[config.mk]
export PLATFORM = sky130hd
export DESIGN_NAME = avalon_master_bridge
export DESIGN_NICKNAME = d
export VERILOG_FILES = /design/src/rtl/avalon_master_bridge.sv
export SDC_FILE = /design/constraint.sdc
export NUM_CORES = 1
export LEC_CHECK = 0
export CAP_MARGIN = 20
export CORE_MARGIN = 3
export CORE_UTILIZATION = 45
export CTS_BUF_LIST = sky130_fd_sc_hd__clkbuf_4
export CTS_CLUSTER_SIZE = 12
export DETAILED_ROUTE_END_ITERATION = 10
export DONT_BUFFER_PORTS = 1
export PLACE_DENSITY = 0.66
export SYNTH_ARGS = -nofsm -noshare
export SYNTH_HDL_FRONTEND = slang
export SYNTH_SLANG_ARGS = --single-unit
[constraint.sdc]
create_clock -name clk -period 2 [get_ports clk]
set_input_delay 0.4 -clock clk [delete_from_list [all_inputs] [get_ports clk]]
set_output_delay 0.4 -clock clk [all_outputs]
set_load 0.02 [all_outputs]
[src/rtl/avalon_master_bridge.sv]
// Avalon-MM initiator: valid/ready commands to single-word transfers, in-order read FIFO.
// Define AVALON_MASTER_WAITREQUEST_EN to honor waitrequest; otherwise every transfer takes one cycle.
module avalon_master_bridge #(
   parameter int ADDRESSWIDTH = 4,
   parameter int MAXPENDING   = 4
) (
   input  logic                    clk,
   input  logic                    reset,
   input  logic                    cmd_valid,
   output logic                    cmd_ready,
   input  logic                    cmd_write,
   input  logic [ADDRESSWIDTH-1:0] cmd_address,
   input  logic [31:0]             cmd_data,
   output logic                    rsp_valid,
   input  logic                    rsp_ready,
   output logic [31:0]             rsp_data,
   output logic                    read,
   output logic                    write,
   output logic [ADDRESSWIDTH-1:0] address,
   output logic [31:0]             data_out,
   input  logic                    waitrequest,
   input  logic                    read_valid,
   input  logic [31:0]             data_in,
   output logic                    protocol_error
);
   localparam int CW = $clog2(MAXPENDING) + 1;
   localparam int PW = $clog2(MAXPENDING);

   logic [CW-1:0] credits;
   logic [CW-1:0] outstanding;
   logic [PW:0]   wr_ptr;
   logic [PW:0]   rd_ptr;
   logic [31:0]   fifo_mem [MAXPENDING];
   logic          stall;
   logic          busy;
   logic          complete;
   logic          accept;
   logic          rsp_pop;
   logic          push;
   logic          fifo_empty;

`ifdef AVALON_MASTER_WAITREQUEST_EN
   assign stall = waitrequest;
`else
   logic unused_waitrequest;
   assign unused_waitrequest = waitrequest;
   assign stall = 1'b0;
`endif

   assign busy       = read | write;
   assign complete   = busy && !stall;
   assign cmd_ready  = !reset && (!busy || complete) &&
                       (credits < CW'(MAXPENDING));
   assign accept     = cmd_valid && cmd_ready;
   assign fifo_empty = (wr_ptr == rd_ptr);
   assign rsp_valid  = !fifo_empty;
   assign rsp_pop    = rsp_valid && rsp_ready;
   assign push       = read_valid && (outstanding != '0);
   // Masked so the head reads as zero while empty, including right after reset.
   assign rsp_data   = fifo_empty ? '0 : fifo_mem[rd_ptr[PW-1:0]];

   always_ff @(posedge clk or posedge reset) begin
      if (reset) begin
         read     <= 1'b0;
         write    <= 1'b0;
         address  <= '0;
         data_out <= '0;
      end else if (accept) begin
         read     <= !cmd_write;
         write    <= cmd_write;
         address  <= cmd_address;
         data_out <= cmd_data;
      end else if (complete) begin
         read  <= 1'b0;
         write <= 1'b0;
      end
   end

   // Credits cover reads from acceptance until their response is popped.
   always_ff @(posedge clk or posedge reset) begin
      if (reset) begin
         credits <= '0;
      end else begin
         unique case ({accept && !cmd_write, rsp_pop})
            2'b10:   credits <= credits + 1'b1;
            2'b01:   credits <= credits - 1'b1;
            default: credits <= credits;
         endcase
      end
   end

   always_ff @(posedge clk or posedge reset) begin
      if (reset) begin
         outstanding <= '0;
      end else begin
         unique case ({complete && read, push})
            2'b10:   outstanding <= outstanding + 1'b1;
            2'b01:   outstanding <= outstanding - 1'b1;
            default: outstanding <= outstanding;
         endcase
      end
   end

   always_ff @(posedge clk or posedge reset) begin
      if (reset) begin
         wr_ptr         <= '0;
         rd_ptr         <= '0;
         protocol_error <= 1'b0;
      end else begin
         if (push)
            wr_ptr <= wr_ptr + 1'b1;
         if (rsp_pop)
            rd_ptr <= rd_ptr + 1'b1;
         if (read_valid && (outstanding == '0))
            protocol_error <= 1'b1;
      end
   end

   always_ff @(posedge clk) begin
      if (push)
         fifo_mem[wr_ptr[PW-1:0]] <= data_in;
   end
endmodule

==> reports/results.ini, run 1 <==
[cells_and_area]
final_cell_mix=128 x edfxtp_1, 73 x dlygate4sd3_1, 47 x dfrtp_1, 36 x mux2_2, 29 x mux4_2
fillers=1135
num-nets-final=559
syn2layout_area_growth_pct=26.4
drive_gt1_share_pct=37.5
final_common_cell=edfxtp_1
antenna_cells=0

[worst_setup_path]
critical_path.max_fanout=8
start_kind=flop
path_cells=xor2_2, buf_4, nor3_4, buf_6, buf_12, and2b_2
timing.critical_path.buf_inv=3
worstSetupPathType=flop to output pin
r2r_slack_ps=-100
rr_endpoint=credits[2]$_DFFE_PP0P_
cp.depth=6
r2r_cells=11
critPathCaptureType=output pin
critPathSlowestCell=dfrtp_1
cp.required_ps=1600
crit_family=simple AND/OR/NAND/NOR gates
slowest_delay_ps=440
rr_startpoint=rd_ptr[0]$_DFFE_PP0P_
cp.arrival_ps=2110

[clock_network]
clk_pin_slew_ps=140
clock_path_buffers=2
tritoncts=built
clock_sinks=179
clk_latency_ps=550
root_buffer=clkbuf_4
cts_inserted_buffers=17
htreeDepth=4

[sta]
max_freq_mhz=399
finalMaxSlewViolations=0
finalHoldViolCount=0
tightest_slew_ps=905
holdWs_ps=71.2
rsz0062_at_grt=yes
finalSetupViolations=35
worst_slack_ps=-507
fin_crit_sh_pct=125
fin_worst_skew_ps=19.1
slew_headroom_pct=39.7
fin_crit_ps=2510

[pwr]
p_sw_share_pct=37.0
power_frac_comb_pct=44.0
p_switching_mw=5.31
max-vdd-ir-drop_v=0.000775
powerDensity_mw_per_mm2=1600
clkPwrFrac_pct=13.3
p_leak_nw=3.30
p_int_mw=9.04
pwr-share-seq_pct=42.7
fin_total_pwr_mw=14.3

[detailed_routing]
detail_route.iter0.violations=264
via_count=3575
totalWireLength_mm=13.7
wl_per_cell_microns=19.7
via_per_inst=5.11
post-route-drc-count=0
ant_nets=0
firstDrtPassIters=4

[synth]
syn_inst=355
yosysWarnings=0
ys_ff_latch=179
post_synth_main_area_contributors=edfxtp_1 54%, dfrtp_1 18%, mux4_2 9.2%, mux2_2 5.7%, nor2b_1 2.4%
syn-num-nets=439
yosysUniqueCellTypes=33
yosys.area.top_type_share_pct=54.1
synth_area_leader_cell=edfxtp_1
netlist_area_sq_mm=0.00710
synth-seq-area-share_pct=72.1
synth_area_per_cell_sq_um=20.0

[die]
ios=148
die_x_microns=132
start_util_pct=46.4
die_area_sq_mm=0.0173
die_y_microns=132
rows=45
core_area_sq_mm=0.0153

[placement]
hpwl_mm=7.72
place.gp.congestion=0.695
port_buffers=0

[global_routing]
track_usage_pct=16.6
grt_pass1_vias=4147
grt_max_degree=38
antenna_found_initial=0
grt_overflow=0
grt_pass1_wl_mm=22.2

[flow_run]
maxCapViolations=0

[hold_path]
worstHoldEndpoint=rd_ptr[0]$_DFFE_PP0P_
hp-class=input port to flop
min_from=rsp_ready
min_delay_path_depth=3

[outcome]
outcome=complete, but fails checks
violations=negative setup slack

==> metal layers <==
layer	GRT usage, %	vias up	routed length, microns
li1	-	1601	-
met3	4.94	15	826
met5	0	-	0
met4	6.59	0	218
met2	27.5	138	7050
met1	20.6	1821	5640
==> area by class of cell <==
class	instances	area (sq um)	share of cell area, %
Tap cell	211	264	2.94
Clock inverter	11	113	1.25
Inverter	12	48.8	0.543
Multi-Input combinational cell	149	2010	22.3
Clock buffer	21	158	1.76
Timing Repair Buffer	116	1270	14.1
Sequential cell	179	5120	57.1
==> cells in the mapped netlist, drive strengths merged <==
library cell and instances:
a21o 2, fa 2, nor2 3, o21bai 1, and2b 3, o311ai 1
clkbuf 3, nand2b 2, o21ai 2, nor3b 1, mux2 36, nand2 1
inv 12, o31a 1, buf 12, mux4 32, edfxtp 128, and2 5
nor3 2, o31ai 1, ha 7, nor2b 30, mux2i 2, nor4 1
dfrtp 51, xor2 8, xnor2 5, and3 1
==> cell families after synthesis <==
kind of cell               count (synthesis)  share of synthesized area (%)
muxes                                     70                           16.3
and+or+nand+nor                           49                           4.65
xor gates and xnor gates                  13                           1.87
buffers and inverters                     27                           2.41
adders and majority gates                  9                           1.80
DFF                                      179                           72.1
AOI/OAI and AO/OA                          8                          0.916
==> worst max path at each step <==
stage | startpoint | end | slack [ps]
5_1_grt | rd_ptr[0]$_DFFE_PP0P_ | rsp_data[31] | -630
3_3_place_gp | rd_ptr[0]$_DFFE_PP0P_ | rsp_data[23] | 40
2_1_floorplan | credits[2]$_DFFE_PP0P_ | credits[2]$_DFFE_PP0P_ | 20
3_5_place_dp | rd_ptr[0]$_DFFE_PP0P_ | rsp_data[23] | 20
6_report | wr_ptr[2]$_DFFE_PP0P_ | rsp_data[31] | -510
4_1_cts | rd_ptr[0]$_DFFE_PP0P_ | rsp_data[23] | -600
==> repair_timing <==
action,in CTS,in global routing
buffers inserted,8,4
pin swaps,1,5
hold endpoints to repair,193,0
resized for setup,35,21
hold buffers,73,0
endpoints found under the setup margin,33,50
cloned,4,1
==> sequential cells by signal, indices dropped and copies added (netlist names) <==
register / cells
wr_ptr: 3
data_out: 32
protocol_error: 1
fifo_mem: 128
outstanding: 3
write: 1
credits: 3
address: 4
rd_ptr: 3
read: 1
==> metrics by stage <==
stage	std cells	setup TNS [ps]	util (%)	cell area (sq um)	setup slack, ps
final	699	-14710	58.6	8980	-507
after floorplan	355	0	-	7130	17.6
after global routing	699	-19050	58.6	8980	-634
after global placement	579	0	49.5	7580	38.9
after CTS	696	-18760	58.0	8890	-597
after detailed placement	579	0	49.5	7580	20.6
==> power groups by stage <==
stage	clock (mW)	combinational (mW)	sequential, mW
floorplan	0	3.71	5.98
global placement	0	4.82	6.14
detailed placement	0	4.94	6.17
CTS	1.99	6.12	6.11
global route	2.15	6.77	6.22
finish	1.91	6.32	6.12
==> worst min-delay path, cell delays in order <==
cell	delay, ps
o31ai_4	40
buf_4	100
xnor2_1	50
Note: power is estimated with default switching activity, not from simulation.
==> inputs of run 2 (changes only) <==
- CTS_BUF_LIST: sky130_fd_sc_hd__clkbuf_4 -> unset
- CTS_CLUSTER_SIZE: 12 -> 14
==> run 2 against run 1 <==
The flow still finishes with violations (negative setup slack). Clock skew is 9.2 ps lower. Critical path type unchanged. Register-to-register slack about the same. Maximum frequency increased by 6.8%. Via count shrank 8.4%.
==> reports/results.ini, run 2 (synthesis gave the netlist of run 1 again) <==
[die]
die_area_sq_mm=0.0173  ; unchanged
rows=45  ; unchanged
ios=148  ; unchanged
die_y_microns=132  ; unchanged
start_util_pct=46.4  ; unchanged
core_area_sq_mm=0.0153  ; unchanged
die_x_microns=132  ; unchanged

[sta]
finalHoldViolCount=0  ; unchanged
worst_slack_ps=-346  ; +160 ps
fin_crit_ps=2350  ; -160 ps
fin_crit_sh_pct=117  ; -8.0 points
max_freq_mhz=426  ; +6.8%
slew_headroom_pct=40.7  ; +1.0 points
rsz0062_at_grt=yes
finalSetupViolations=35  ; unchanged
fin_worst_skew_ps=9.86  ; -9.22 ps
finalMaxSlewViolations=0  ; unchanged
tightest_slew_ps=890  ; -15.3 ps

[clock_network]
clk_latency_ps=420  ; -130 ps
htreeDepth=4  ; unchanged
clock_sinks=179  ; unchanged
cts_inserted_buffers=17  ; unchanged
root_buffer=clkbuf_16
clock_path_buffers=2  ; unchanged
clk_pin_slew_ps=60  ; -80 ps
tritoncts=built

[outcome]
violations=negative setup slack
outcome=complete, but fails checks

[worst_setup_path]
cp.arrival_ps=1950  ; -160 ps
rr_startpoint=rd_ptr[0]$_DFFE_PP0P_
start_kind=flop
r2r_slack_ps=-90  ; about the same
critPathCaptureType=output pin
startpoint=rd_ptr[0]$_DFFE_PP0P_
rr_endpoint=credits[2]$_DFFE_PP0P_
critical_path.max_fanout=8  ; unchanged
worstSetupPathType=flop to output pin
cp.required_ps=1600  ; about the same
r2r_cells=11  ; unchanged

[placement]
hpwl_mm=7.72  ; unchanged
port_buffers=0  ; unchanged
place.gp.congestion=0.695  ; unchanged
dpl_worst_slack_ps=20.6  ; unchanged

[detailed_routing]
wl_per_cell_microns=20.7  ; +5.3%
ant_nets=0  ; unchanged
totalWireLength_mm=13.0  ; -5.6%
firstDrtPassIters=4  ; unchanged
via_per_inst=5.22  ; +2.1%
detail_route.iter0.violations=231  ; -13%
post-route-drc-count=0  ; unchanged
via_count=3273  ; -8.4%

[cells_and_area]
final_cell_mix=128 x edfxtp_1, 47 x dfrtp_1, 36 x mux2_2, 29 x mux4_2, 20 x nor2b_4
drive_gt1_share_pct=43.0  ; +5.5 points
largest_register_ffs=128  ; unchanged
final_common_cell=edfxtp_1
syn2layout_area_growth_pct=20.4
num-nets-final=487  ; -13%
antenna_cells=0  ; unchanged

[pwr]
max-vdd-ir-drop_v=0.000761  ; -1.8%
fin_total_pwr_mw=15.4  ; +7.4%
p_leak_nw=3.12  ; -5.4%
powerDensity_mw_per_mm2=1800  ; +13%

[flow_run]
maxCapViolations=0  ; unchanged

[global_routing]
grt_pass1_vias=3780  ; -8.8%
grt_pass1_wl_mm=20.5  ; -7.4%
track_usage_pct=15.5  ; -1.1 points
antenna_found_initial=0  ; unchanged
grt_overflow=0  ; unchanged
grt_max_degree=38  ; unchanged

[hold_path]
min_from=cmd_write
worstHoldEndpoint=read$_DFFE_PP0P_
hp-class=input port to flop
min_delay_path_depth=1  ; -2

[run 2: cell type report]
cell class                 count  area, sq um
fill                        1175         6760
multi-input combinational    149         2010
sequential                   179         5120
tap                          211          264
clock inverter                11          113
timing repair buffer          44          557
clock buffer                  21          440
inverter                      12         48.8
[run 2: worst max-delay path: stages (launching register included)]
cell and delay [ps]:
dfrtp_2 490, xor2_4 180, buf_6 130, nor3_4 190, buf_6 150, buf_12 120
and2b_2 260
[run 2: per-layer routing]
metal / wire length (microns) / vias up / track usage, %
li1: - / 1453 / -
met1: 5160 / 1672 / 18.7
met2: 6470 / 136 / 25.1
met3: 1200 / 12 / 7.12
met4: 134 / 0 / 4.67
met5: 0 / - / 0
[run 2: worst max path at each step]
stage / end
final: rsp_data[0]
after global routing: rsp_data[3]
after CTS: rsp_data[23]
after detailed placement: rsp_data[23]
after global placement: rsp_data[23]
after floorplan: credits[2]$_DFFE_PP0P_
[run 2: per-stage QoR]
stage,TNS [ps],hold WS [ps],util (%),std cells,area (sq um)
after global placement,0,366,49.5,579,7580
after floorplan,0,446,-,355,7130
final,-9640,40.7,55.9,627,8550
after global routing,-12290,18.8,55.9,627,8550
after CTS,-11990,22.9,55.2,624,8450
after detailed placement,0,370,49.5,579,7580
[run 2: report_power, final]
part           internal, mW  switching [mW]  total, mW  leakage (nW)
clock                  1.82            1.28       3.10         0.268
combinational          3.12            3.06       6.18          1.08
sequential             5.08            1.05       6.13          1.77
total                  10.0            5.39       15.4          3.12
[run 2: what timing repair did]
| item | 4_1_cts | 5_1_grt |
|---|---|---|
| endpoints found under the hold margin | 25 | 0 |
| setup buffers | 8 | 4 |
| cloned | 4 | 1 |
| gates resized for setup | 35 | 23 |
| hold buffers | 1 | 0 |
| setup endpoints to repair | 33 | 35 |
| pin swaps | 1 | 5 |
